File: src/rtl/hilo_ctrl.sv
// hilo_ctrl: HI/LO register controller sitting downstream of the mult and div
// units. It launches one operation, waits the unit's fixed latency, captures
// the selected unit's hi/lo into the architectural HI/LO registers, serves
// mfhi/mflo reads and stalls those reads while an operation is in flight.
// A div with a zero divisor is rejected in IDLE with a one-cycle exception.
//
// Optional feature macro: HILO_WRITE_EN (adds mthi/mtlo write port).
//
// Ports:
//   clock, reset        rising-edge clock, synchronous active-high reset
//   start, MultOrDiv, B operation request (0 = mult, 1 = div), divisor
//   mult_hi/lo, div_hi/lo  unit results, sampled only in CAPTURE
//   unit_start          one-cycle launch pulse to the units
//   busy, done          op in flight / one-cycle capture pulse
//   div0_exc            one-cycle pulse: div requested with B == 0
//   rd_req, rd_sel      read request, 0 = HI, 1 = LO
//   rd_data             registered read data
//   stall               combinational read (or write) stall while busy
//   hi, lo              architectural HI/LO registers
//   wr_en/wr_sel/wr_data  (HILO_WRITE_EN only) mthi/mtlo write
//   dbg_state           current FSM state for observation
//
// Handshake: start is a level sampled only in IDLE; it is neither queued nor
// acknowledged while busy. rd_req (and wr_en) complete in the cycle they are
// presented when stall is low; while stall is high they have no effect and
// the requester must hold them until stall falls.
module hilo_ctrl #(
  parameter int MULT_CYCLES = 32,
  parameter int DIV_CYCLES  = 32,
  parameter int CNT_W       = 6
) (
  input  logic        clock,
  input  logic        reset,
  input  logic        start,
  input  logic        MultOrDiv,
  input  logic [31:0] B,
  input  logic [31:0] mult_hi,
  input  logic [31:0] mult_lo,
  input  logic [31:0] div_hi,
  input  logic [31:0] div_lo,
  output logic        unit_start,
  output logic        busy,
  output logic        done,
  output logic        div0_exc,
  input  logic        rd_req,
  input  logic        rd_sel,
  output logic [31:0] rd_data,
  output logic        stall,
  output logic [31:0] hi,
  output logic [31:0] lo,
`ifdef HILO_WRITE_EN
  input  logic        wr_en,
  input  logic        wr_sel,
  input  logic [31:0] wr_data,
`endif
  output logic [1:0]  dbg_state
);

  typedef enum logic [1:0] {
    S_IDLE    = 2'd0,
    S_LAUNCH  = 2'd1,
    S_WAIT    = 2'd2,
    S_CAPTURE = 2'd3
  } state_t;

  // Counter reload values: WAIT lasts exactly N cycles, counting N-1 down to 0.
  localparam logic [CNT_W-1:0] L_MULT_LOAD = CNT_W'(MULT_CYCLES - 1);
  localparam logic [CNT_W-1:0] L_DIV_LOAD  = CNT_W'(DIV_CYCLES - 1);

  state_t            r_state;
  state_t            w_next;
  logic [CNT_W-1:0]  r_cnt;
  logic              r_op;
  logic              r_div0;
  logic [31:0]       r_hi;
  logic [31:0]       r_lo;
  logic [31:0]       r_rd_data;
  logic              w_idle;
  logic              w_div0;
  logic              w_accept;

  assign w_idle   = (r_state == S_IDLE);
  assign w_div0   = start & MultOrDiv & (B == 32'd0);
  assign w_accept = w_idle & start & ~w_div0;

  // Next-state logic.
  always_comb begin
    w_next = r_state;
    case (r_state)
      S_IDLE:    if (w_accept) w_next = S_LAUNCH;
      S_LAUNCH:  w_next = S_WAIT;
      S_WAIT:    if (r_cnt == '0) w_next = S_CAPTURE;
      S_CAPTURE: w_next = S_IDLE;
      default:   w_next = S_IDLE;
    endcase
  end

  always_ff @(posedge clock) begin
    if (reset) begin
      r_state   <= S_IDLE;
      r_cnt     <= '0;
      r_op      <= 1'b0;
      r_div0    <= 1'b0;
      r_hi      <= '0;
      r_lo      <= '0;
      r_rd_data <= '0;
    end else begin
      r_state <= w_next;
      r_div0  <= w_idle & w_div0;

      if (w_accept) r_op <= MultOrDiv;

      if (r_state == S_LAUNCH) begin
        r_cnt <= r_op ? L_DIV_LOAD : L_MULT_LOAD;
      end else if (r_state == S_WAIT && r_cnt != '0) begin
        r_cnt <= r_cnt - 1'b1;
      end

      // Reads sample the old HI/LO, so a same-cycle write or capture is not
      // visible until the following read.
      if (rd_req && w_idle) r_rd_data <= rd_sel ? r_lo : r_hi;

      if (r_state == S_CAPTURE) begin
        r_hi <= r_op ? div_hi : mult_hi;
        r_lo <= r_op ? div_lo : mult_lo;
      end
`ifdef HILO_WRITE_EN
      else if (w_idle && wr_en) begin
        if (wr_sel) r_lo <= wr_data;
        else        r_hi <= wr_data;
      end
`endif
    end
  end

  assign unit_start = (r_state == S_LAUNCH);
  assign busy       = ~w_idle;
  assign done       = (r_state == S_CAPTURE);
  assign div0_exc   = r_div0;
  assign rd_data    = r_rd_data;
  assign hi         = r_hi;
  assign lo         = r_lo;
  assign dbg_state  = r_state;

`ifdef HILO_WRITE_EN
  assign stall = (rd_req | wr_en) & busy;
`else
  assign stall = rd_req & busy;
`endif

endmodule

File: config.mk
export PLATFORM = sky130hd
export DESIGN_NAME = hilo_ctrl
export DESIGN_NICKNAME = d
export VERILOG_FILES = /design/src/rtl/hilo_ctrl.sv
export SDC_FILE = /design/constraint.sdc
export NUM_CORES = 1
export LEC_CHECK = 0
export BUFFER_PORTS_ARGS = -buffer_cell sky130_fd_sc_hd__clkbuf_2
export CAP_MARGIN = 0
export CORE_MARGIN = 3
export CORE_UTILIZATION = 40
export DETAILED_ROUTE_END_ITERATION = 16
export GPL_ROUTABILITY_DRIVEN = 0
export MAX_ROUTING_LAYER = met4
export PLACE_DENSITY = 0.73
export SLEW_MARGIN = 20
export SYNTH_ARGS = -nofsm -noshare
export SYNTH_HDL_FRONTEND = slang
export SYNTH_SLANG_ARGS = --single-unit
File: constraint.sdc
create_clock -name clock -period 1.45 [get_ports clock]
set_input_delay 0.145 -clock clock [delete_from_list [all_inputs] [get_ports clock]]
set_output_delay 0.145 -clock clock [all_outputs]
set_load 0.01 [all_outputs]
==> results.ini, run 1 <==
[logic_synthesis]
synthArstFlopShare_pct = 0
synth_warnings = 0
syn_avg_cell_area_um2 = 9.52
synth-edff-count = 0
synthesis.area_um2 = 4790
ys_ff_latch = 106
synthCells = 503
syn-num-nets = 676
seq_area_frac_synth_pct = 44.3
synth_flop_cell = dfxtp_1
synthDistinctLibCells = 29

[clocking]
tritoncts = yes
clkLatencyLatePin_ns = 0.34
cts.htree.levels = 3
cts_num_sinks = 106
path_clk_slew_ns = 0.07
cts_buffers = 9
clock_path_buffers = 2
cts_root_buf = clkbuf_16

[critical_path]
worst_path_most_repeated_cell = buf_6
rr_worst_depth = 6
worstPathMaxFanout = 4
cp-start-kind = flop
worstSetupPathType = flop to primary output
path_cells = buf_6, ha_4, buf_12, buf_6
end_kind = primary output
crit_required_ns = 1.31
cp.arrival_ns = 1.27
critPathSlowestCell = dfxtp_4
critPathMaxStageDelay_ns = 0.36

[cells_and_area]
drive_above_1_share_pct = 45.3
final_cell_mix = clkbuf_2 (266), dfxtp_1 (101), nor2_1 (99)
final_common_cell = clkbuf_2
nNetsFinal = 936
area_growth_pct = 45.8
postLayoutCoreUtil_pct = 60.4
antenna_cells = 0

[sta]
finalMaxSlewViolations = 0
grt_setup_unrepaired = yes
max_freq_ghz = 0.707
setup_viol = 0
fin_skew_ns = 0.0100
final_hold_viol_count = 0
fin_tns_setup_ns = 0
finalCriticalPeriod_ns = 1.41
timing.final.crit_share_pct = 97.5
worst_slew_pin_slew_ns = 0.366
slew_headroom_pct = 75.4
hold_slack_ns = 0.0697

[floorplan]
initial_core_util_pct = 41.4
io_pins = 269
coreArea_um2 = 11600
fp.dieArea_um2 = 13300
die_h_um = 115
die_w_um = 115
rows = 39

[grt]
grt_pass1_wl_um = 21500
grt_usage_pct = 20.5
grt_pass1_vias = 4534
grt_start_max_net_pins = 71
grt_overflow_total = 0
antenna_found_initial = 0

[power]
vdd_drop_max_mv = 0.765
p_leak_nw = 3.02
report.power.total_mw = 10.8
p_per_area_nw_per_um2 = 1550

[detailed_routing]
via_per_inst = 5.20
drtIter0Drc = 235
dr.pass1.iters = 4
remaining_drc_errors = 0
wire_per_inst_um = 15.6
wirelength_um = 14200
ant_nets = 0
vias = 4740

[min_path]
holdCritPathClass = primary input to flop
min_delay_path_depth = 3

[outcome]
status = completed

[place]
place_hpwl_um = 10300
port_buffers = 268

[job]
drv_cap = 0

[cells by family after synthesis]
kind of cell    after synthesis  share of synthesized area, %
xor+xnor                      5                         0.915
compound gates              108                          16.6
fa+ha+maj                     7                          1.83
simple gates                128                          11.7
buf+inv                      52                          4.36
flops                       106                          44.3
mux                          97                          20.3
[path summary, 6_finish.rpt]
check	start	endpoint	slack (ns)
setup / recovery	dbg_state[0]	done	0.04
setup reg to reg	dbg_state[1]	dbg_state[1]	0.04
hold reg to reg	rd_data[0]	rd_data[0]	0.50
hold / removal	MultOrDiv	r_op	0.07
[cell type report]
class / instances / area (µm²)
fillers: 974 / 4580
flip-flops and latches: 106 / 2140
repair buffers: 293 / 1730
clock inverters: 7 / 81.3
multi-input cells: 345 / 2590
inverters: 8 / 40.0
well taps: 143 / 179
clock buffers: 9 / 225
[per-stage QoR]
stage	setup slack, ns	instances	instance area, µm²
floorplan	0.0301	503	4830
global placement	-0.0910	882	6370
detailed placement	-0.0924	882	6370
CTS	0.00272	904	6790
global route	-0.0373	911	6980
finish	0.0356	911	6980
[repair_timing]
action                                 in CTS  in global routing
endpoints found under the hold margin       0                  0
buffers inserted                            4                  5
hold buffers                                0                  0
cloned                                      2                  2
pin swaps                                   2                  9
setup endpoints to repair                   7                 58
gates resized for setup                     5                 30
[layer usage]
| layer | wire length (µm) | up-vias | GRT usage [%] |
|---|---|---|---|
| li1 | - | 2349 | - |
| met1 | 5700 | 2192 | 23.3 |
| met2 | 7320 | 181 | 36.1 |
| met3 | 916 | 18 | 4.07 |
| met4 | 295 | 0 | 7.04 |
| met5 | 0 | - | - |
[Yosys cell counts (2+ instances only)]
library cell | count | area, µm²
a211oi_1 | 96 | 721
a21oi_1 | 7 | 35.0
buf_1 | 10 | 37.5
buf_2 | 11 | 55.1
clkbuf_1 | 23 | 86.3
dfxtp_1 | 106 | 2120
ha_1 | 7 | 87.6
inv_1 | 8 | 30.0
mux2i_1 | 97 | 971
nand2_1 | 4 | 15.0
nand2b_1 | 2 | 12.5
nand3_1 | 3 | 15.0
nor2_1 | 102 | 383
nor3_1 | 3 | 15.0
nor4_1 | 4 | 25.0
nor4_2 | 3 | 37.5
o21ai_0 | 2 | 10.0
xor2_1 | 4 | 35.0
[power by group]
part           switching, mW  leakage (nW)  internal [mW]  total [mW]
clock network           1.13         0.153           1.37        2.50
registers              0.472         0.867           3.55        4.02
logic                   2.28          2.00           2.00        4.28
[registers in the layout (all words and copies together), names as in the netlist]
name       cells
r_cnt          6
dbg_state      2
r_op           1
lo            32
hi            32
div0_exc       1
rd_data       32
[critical path, delay by kind of cell, from the launching register on]
family	cells	cell delay (ns)
flops	1	0.36
fa+ha+maj	1	0.20
buf+inv	3	0.38
(Power assumes the default switching activity.)
==> run 2, diff against run 1 <==
--- a/config.mk
+++ b/config.mk
@@ -11,6 +11,7 @@
 export CORE_UTILIZATION = 40
 export DETAILED_ROUTE_END_ITERATION = 16
 export GPL_ROUTABILITY_DRIVEN = 0
+export GPL_TIMING_DRIVEN = 0
 export MAX_ROUTING_LAYER = met4
 export PLACE_DENSITY = 0.73
 export SLEW_MARGIN = 20
==> results.ini, run 2 (same netlist as run 1, synthesis figures left out) <==
[outcome]
status = finished, violations left
violations = setup timing

[critical_path]
worstSetupPathType = flop to flop
cp-start-kind = flop
cp.arrival_ns = 1.76
crit_required_ns = 1.71
rr_worst_depth = 6
reg2reg_from = r_cnt[0]
worstPathMaxFanout = 7
end_kind = flop
r2r_slack_ns = -0.05
timing.rr.end = r_cnt[5]

[floorplan]
coreArea_um2 = 11600
fp.dieArea_um2 = 13300
io_pins = 269
rows = 39
initial_core_util_pct = 41.4
die_h_um = 115
die_w_um = 115

[detailed_routing]
ant_nets = 0
drtIter0Drc = 339
vias = 4890
routed.top_layer = met4
met2_length_um = 8840
met1_length_um = 6600
remaining_drc_errors = 0
dr.pass1.iters = 4
wire_per_inst_um = 18.0
met3WireLength_um = 1090
wirelength_um = 16800
via_per_inst = 5.22

[power]
vdd_drop_max_mv = 0.690
intPower_mw = 7.06
p_switching_mw = 4.01
combPwrFrac_pct = 40.9
report.power.total_mw = 11.1
sequentialPowerShare_pct = 36.5
power.share.switching_pct = 36.2
p_leak_nw = 3.08
p_per_area_nw_per_um2 = 1570
clock_power_share_pct = 22.6

[cells_and_area]
n_fill_cell = 1004
post-route-cell-area_um2 = 7030
final_common_cell = clkbuf_2
multiInputGateArea_um2 = 2640
instances_no_fill = 936
area_growth_pct = 46.8
final_cell_mix = clkbuf_2 (273), dfxtp_1 (102), nor2_1 (101)
antenna_cells = 0
seqCellArea_um2 = 2130
postLayoutCoreUtil_pct = 60.8
drive_above_1_share_pct = 46.7
nNetsFinal = 963

[sta]
setup_viol = 2
timing.final.ws_setup_ns = -0.0471
worst_slew_pin_slew_ns = 0.691
final_hold_viol_count = 0
grt_setup_unrepaired = yes
slew_headroom_pct = 54.0
hold_slack_ns = 0.114
finalMaxSlewViolations = 0
timing.final.crit_share_pct = 103
max_freq_ghz = 0.668
fin_skew_ns = 0.00465
finalCriticalPeriod_ns = 1.50

[grt]
grt_pass1_vias = 4844
grt_overflow_total = 0
grt_usage_pct = 24.4
grt_start_max_net_pins = 16
grt_pass1_wl_um = 24600
antenna_found_initial = 0

[place]
placed_cell_area_um2 = 6340
dp.cells = 912
place_hpwl_um = 12800
port_buffers = 266

[job]
drv_cap = 0

[clocking]
tritoncts = yes
cts_num_sinks = 106
clock_path_buffers = 2
cts.htree.levels = 3
path_clk_slew_ns = 0.07
ctsHoldBuffers = 0
cts_buffers = 9
clkLatencyLatePin_ns = 0.33
cts_root_buf = clkbuf_16

[min_path]
min_from = MultOrDiv
min_delay_path_depth = 3
worstHoldEndpoint = r_op
holdCritPathClass = primary input to flop

==> run 2: changes by cell type in the layout (fill, tap and decap cells not counted), moves of 3 or more <==
cell and change:
clkbuf_8 +3, buf_2 +6, clkbuf_2 +7, buf_12 -7, a211oi_2 +10, inv_6 -4
a211oi_1 -10, buf_16 -3, buf_4 +8, clkbuf_1 +9, buf_8 +4
==> run 2: worst max path at each step <==
stage | slack [ns] | from | to | cells past startpoint
finish | -0.05 | r_cnt[0] | r_cnt[5] | 6
global route | -0.11 | dbg_state[0] | r_cnt[5] | 7
CTS | 0.001 | dbg_state[1] | dbg_state[1] | 6
detailed placement | -0.44 | dbg_state[1] | lo[19] | 4
global placement | -0.38 | dbg_state[1] | lo[16] | 4
floorplan | 0.03 | dbg_state[1] | hi[0] | 5
==> run 2: area by class of cell <==
| cell class | instances | share of cell area, % |
|---|---|---|
| Multi-Input combinational cell | 345 | 37.5 |
| Sequential cell | 106 | 30.3 |
| Timing Repair Buffer | 276 | 20.3 |
| Buffer | 44 | 4.50 |
| Clock buffer | 12 | 3.81 |
| Tap cell | 143 | 2.55 |
| Inverter | 8 | 0.534 |
| Clock inverter | 2 | 0.498 |
==> run 2: per-stage QoR <==
stage          setup TNS [ns]  worst slack, ns
2_1_floorplan               0           0.0301
3_3_place_gp           -29.49           -0.385
3_5_place_dp           -31.36           -0.439
4_1_cts                     0          0.00112
5_1_grt                -0.311           -0.110
6_report              -0.0602          -0.0471
==> run 2: critical path: stages, from the launching register on <==
cell and delay [ns]:
dfxtp_2 0.36, inv_1 0.08, ha_2 0.20, a31oi_4 0.27, nand3_2 0.16, xor2_2 0.21, nor3_2 0.16
==> run 2: power groups by stage <==
stage	Sequential [mW]	Combinational (mW)	Clock (mW)
floorplan	4.24	2.09	0
global placement	4.05	3.68	0
detailed placement	4.08	3.79	0
CTS	4.02	4.06	2.54
global route	4.10	4.97	2.65
finish	4.04	4.52	2.50
==> run 2: timing repair <==
action / 4_1_cts / 5_1_grt
pin swaps: 2 / 14
setup buffers: 4 / 4
resized for setup: 41 / 59
cloned: 0 / 2
endpoints found under the setup margin: 104 / 80
==> run 2: layer usage <==
metal | up-vias | global-route usage, %
met2 | 206 | 43.8
met3 | 22 | 2.61
li1 | 2391 | -
met1 | 2271 | 28.4
met4 | 0 | 8.29
met5 | - | -
==> run 3, diff against run 2 <==
--- a/config.mk
+++ b/config.mk
@@ -5,15 +5,15 @@
 export SDC_FILE = /design/constraint.sdc
 export NUM_CORES = 1
 export LEC_CHECK = 0
+export ABC_AREA = 1
 export BUFFER_PORTS_ARGS = -buffer_cell sky130_fd_sc_hd__clkbuf_2
 export CAP_MARGIN = 0
-export CORE_MARGIN = 3
-export CORE_UTILIZATION = 40
+export CORE_UTILIZATION = 41
 export DETAILED_ROUTE_END_ITERATION = 16
 export GPL_ROUTABILITY_DRIVEN = 0
 export GPL_TIMING_DRIVEN = 0
 export MAX_ROUTING_LAYER = met4
-export PLACE_DENSITY = 0.73
+export PLACE_DENSITY = 0.74
 export SLEW_MARGIN = 20
 export SYNTH_ARGS = -nofsm -noshare
 export SYNTH_HDL_FRONTEND = slang
==> results.ini, run 3 <==
[outcome]
status = completed

[cells_and_area]
multiInputGateArea_um2 = 2390
final_cell_mix = clkbuf_2 (270), nand2_1 (208), inv_1 (109)
post-route-cell-area_um2 = 7180
area_growth_pct = 38.7
antenna_cells = 0
postLayoutCoreUtil_pct = 59.0
seqCellArea_um2 = 2130
nNetsFinal = 1189
n_fill_cell = 1222
instances_no_fill = 1189
drive_above_1_share_pct = 34.7
final_common_cell = clkbuf_2

[logic_synthesis]
seq_area_frac_synth_pct = 41.0
synth_warnings = 0
synthesis.area_um2 = 5170
synth.most_common_cell = nand2_1
syn_avg_cell_area_um2 = 7.02
synthCells = 737
synth_top_area_cell = dfxtp_1
synth_commonest_cells = nand2_1 (209), inv_1 (112), dfxtp_1 (106), nand3_1 (100), o211ai_1 (96)
synthTopCellsByArea = dfxtp_1 (41%), nand2_1 (15%), o211ai_1 (14%), nand3_1 (9.7%), inv_1 (8.1%)
synthArstFlopShare_pct = 0
synthDistinctLibCells = 25
synth_top_area_share_pct = 41.0
synth_flop_cell = dfxtp_1
ys_ff_latch = 106
synth-edff-count = 0
syn-num-nets = 910

[detailed_routing]
remaining_drc_errors = 0
ant_nets = 0
routed.top_layer = met4
via_per_inst = 4.97
wirelength_um = 17900
drtIter0Drc = 316
met1_length_um = 7640
met3WireLength_um = 1140
wire_per_inst_um = 15.1
met2_length_um = 8480
vias = 5911
dr.pass1.iters = 7

[power]
p_leak_nw = 4.01
vdd_drop_max_mv = 0.606
report.power.total_mw = 11.0
p_per_area_nw_per_um2 = 1540

[critical_path]
timing.rr.end = rd_data[7]
reg2reg_from = dbg_state[0]
cp-start-kind = flop
worstPathMaxFanout = 5
worstSetupPathType = flop to primary output
rr_worst_depth = 7
end_kind = primary output
r2r_slack_ns = 0.09
crit_required_ns = 1.31
cp.arrival_ns = 1.22

[grt]
grt_pass1_vias = 5383
grt_pass1_wl_um = 27400
grt_overflow_total = 0
grt_start_max_net_pins = 18
grt_usage_pct = 28.3
antenna_found_initial = 0

[place]
dp.cells = 1171
place_hpwl_um = 13900
placed_cell_area_um2 = 6720
port_buffers = 266

[floorplan]
initial_core_util_pct = 42.5
die_h_um = 114
io_pins = 269
coreArea_um2 = 12200
rows = 40
die_w_um = 114
fp.dieArea_um2 = 13100

[min_path]
min_delay_path_depth = 2
min_from = reset
worstHoldEndpoint = r_cnt[0]
holdCritPathClass = primary input to flop

[sta]
worst_slew_pin_slew_ns = 0.491
fin_skew_ns = 0.00687
final_hold_viol_count = 0
finalCriticalPeriod_ns = 1.37
setup_viol = 0
slew_headroom_pct = 67.2
finalMaxSlewViolations = 0
timing.final.crit_share_pct = 94.4
max_freq_ghz = 0.731

[clocking]
cts_buffers = 9
tritoncts = yes
cts.htree.levels = 3
cts_num_sinks = 106
clkLatencyLatePin_ns = 0.35
path_clk_slew_ns = 0.07
clock_path_buffers = 2
cts_root_buf = clkbuf_16
ctsHoldBuffers = 0

[job]
drv_cap = 0

==> run 3: changes by cell type after synthesis, sizes merged, moves of 4 or more <==
| cell | delta |
|---|---|
| nor2 | -76 |
| xor2 | -4 |
| mux2i | -97 |
| nand3 | +97 |
| nor4 | -6 |
| inv | +107 |
| clkbuf | -15 |
| o211ai | +96 |
| buf | +24 |
| nand2 | +206 |
| a211oi | -96 |
==> run 3: report_power, final <==
part           internal, mW  total (mW)  leakage, nW  switching, mW
Sequential             3.61        4.18        0.867          0.574
Combinational          1.69        4.21         3.00           2.52
Clock                  1.52        2.65        0.145           1.13
Total                  6.82        11.0         4.01           4.22
==> run 3: how the worst max path moves through the flow <==
stage	startpoint	slack, ns	to
after global routing	r_cnt[1]	-0.008	r_cnt[4]
final	dbg_state[0]	0.08	stall
after floorplan	dbg_state[0]	0.07	hi[0]
after detailed placement	dbg_state[0]	-0.28	rd_data[10]
after global placement	dbg_state[0]	-0.25	rd_data[10]
after CTS	dbg_state[0]	0.01	rd_data[10]
==> run 3: area by class of cell <==
class	count	share of cell area, %
timing repair buffer	267	18.7
timing repair inverter	1	0.0697
tap	168	2.93
buffer	53	4.86
sequential	106	29.7
multi-input combinational	463	33.3
inverter	115	6.08
clock buffer	10	3.19
clock inverter	6	1.27
==> run 3: what timing repair did <==
| action | 4_1_cts | 5_1_grt |
|---|---|---|
| endpoints found under the setup margin | 94 | 84 |
| pin swaps | 0 | 1 |
| resized for setup | 21 | 36 |
| setup buffers | 1 | 0 |
| cloned | 0 | 1 |
==> run 3: critical path, stage by stage (launching register included) <==
cell	delay (ns)
dfxtp_2	0.38
inv_2	0.07
ha_4	0.19
nor2_1	0.10
clkbuf_2	0.13
==> run 3: per-layer routing <==
metal	vias up	global-route usage [%]
met1	2677	33.8
met5	-	-
met4	0	12.8
met2	245	47.5
met3	38	3.65
li1	2951	-
==> run 3: per-stage QoR <==
stage	hold WS, ns	setup slack (ns)	TNS (ns)
final	0.0639	0.0818	0
after global routing	0.0584	-0.00786	-0.00786
after CTS	0.0699	0.0129	0
after detailed placement	0.438	-0.277	-13.85
after global placement	0.429	-0.254	-13.14
after floorplan	0.336	0.0695	0
==> run 3: cells by family after synthesis <==
kind of cell | Yosys count | synth area share (%)
AND/OR/NAND/NOR | 344 | 28.0
buffers and inverters | 168 | 13.6
AO/OA/AOI/OAI | 112 | 15.7
flip-flops | 106 | 41.0
adder cells (fa/ha/maj) | 7 | 1.69
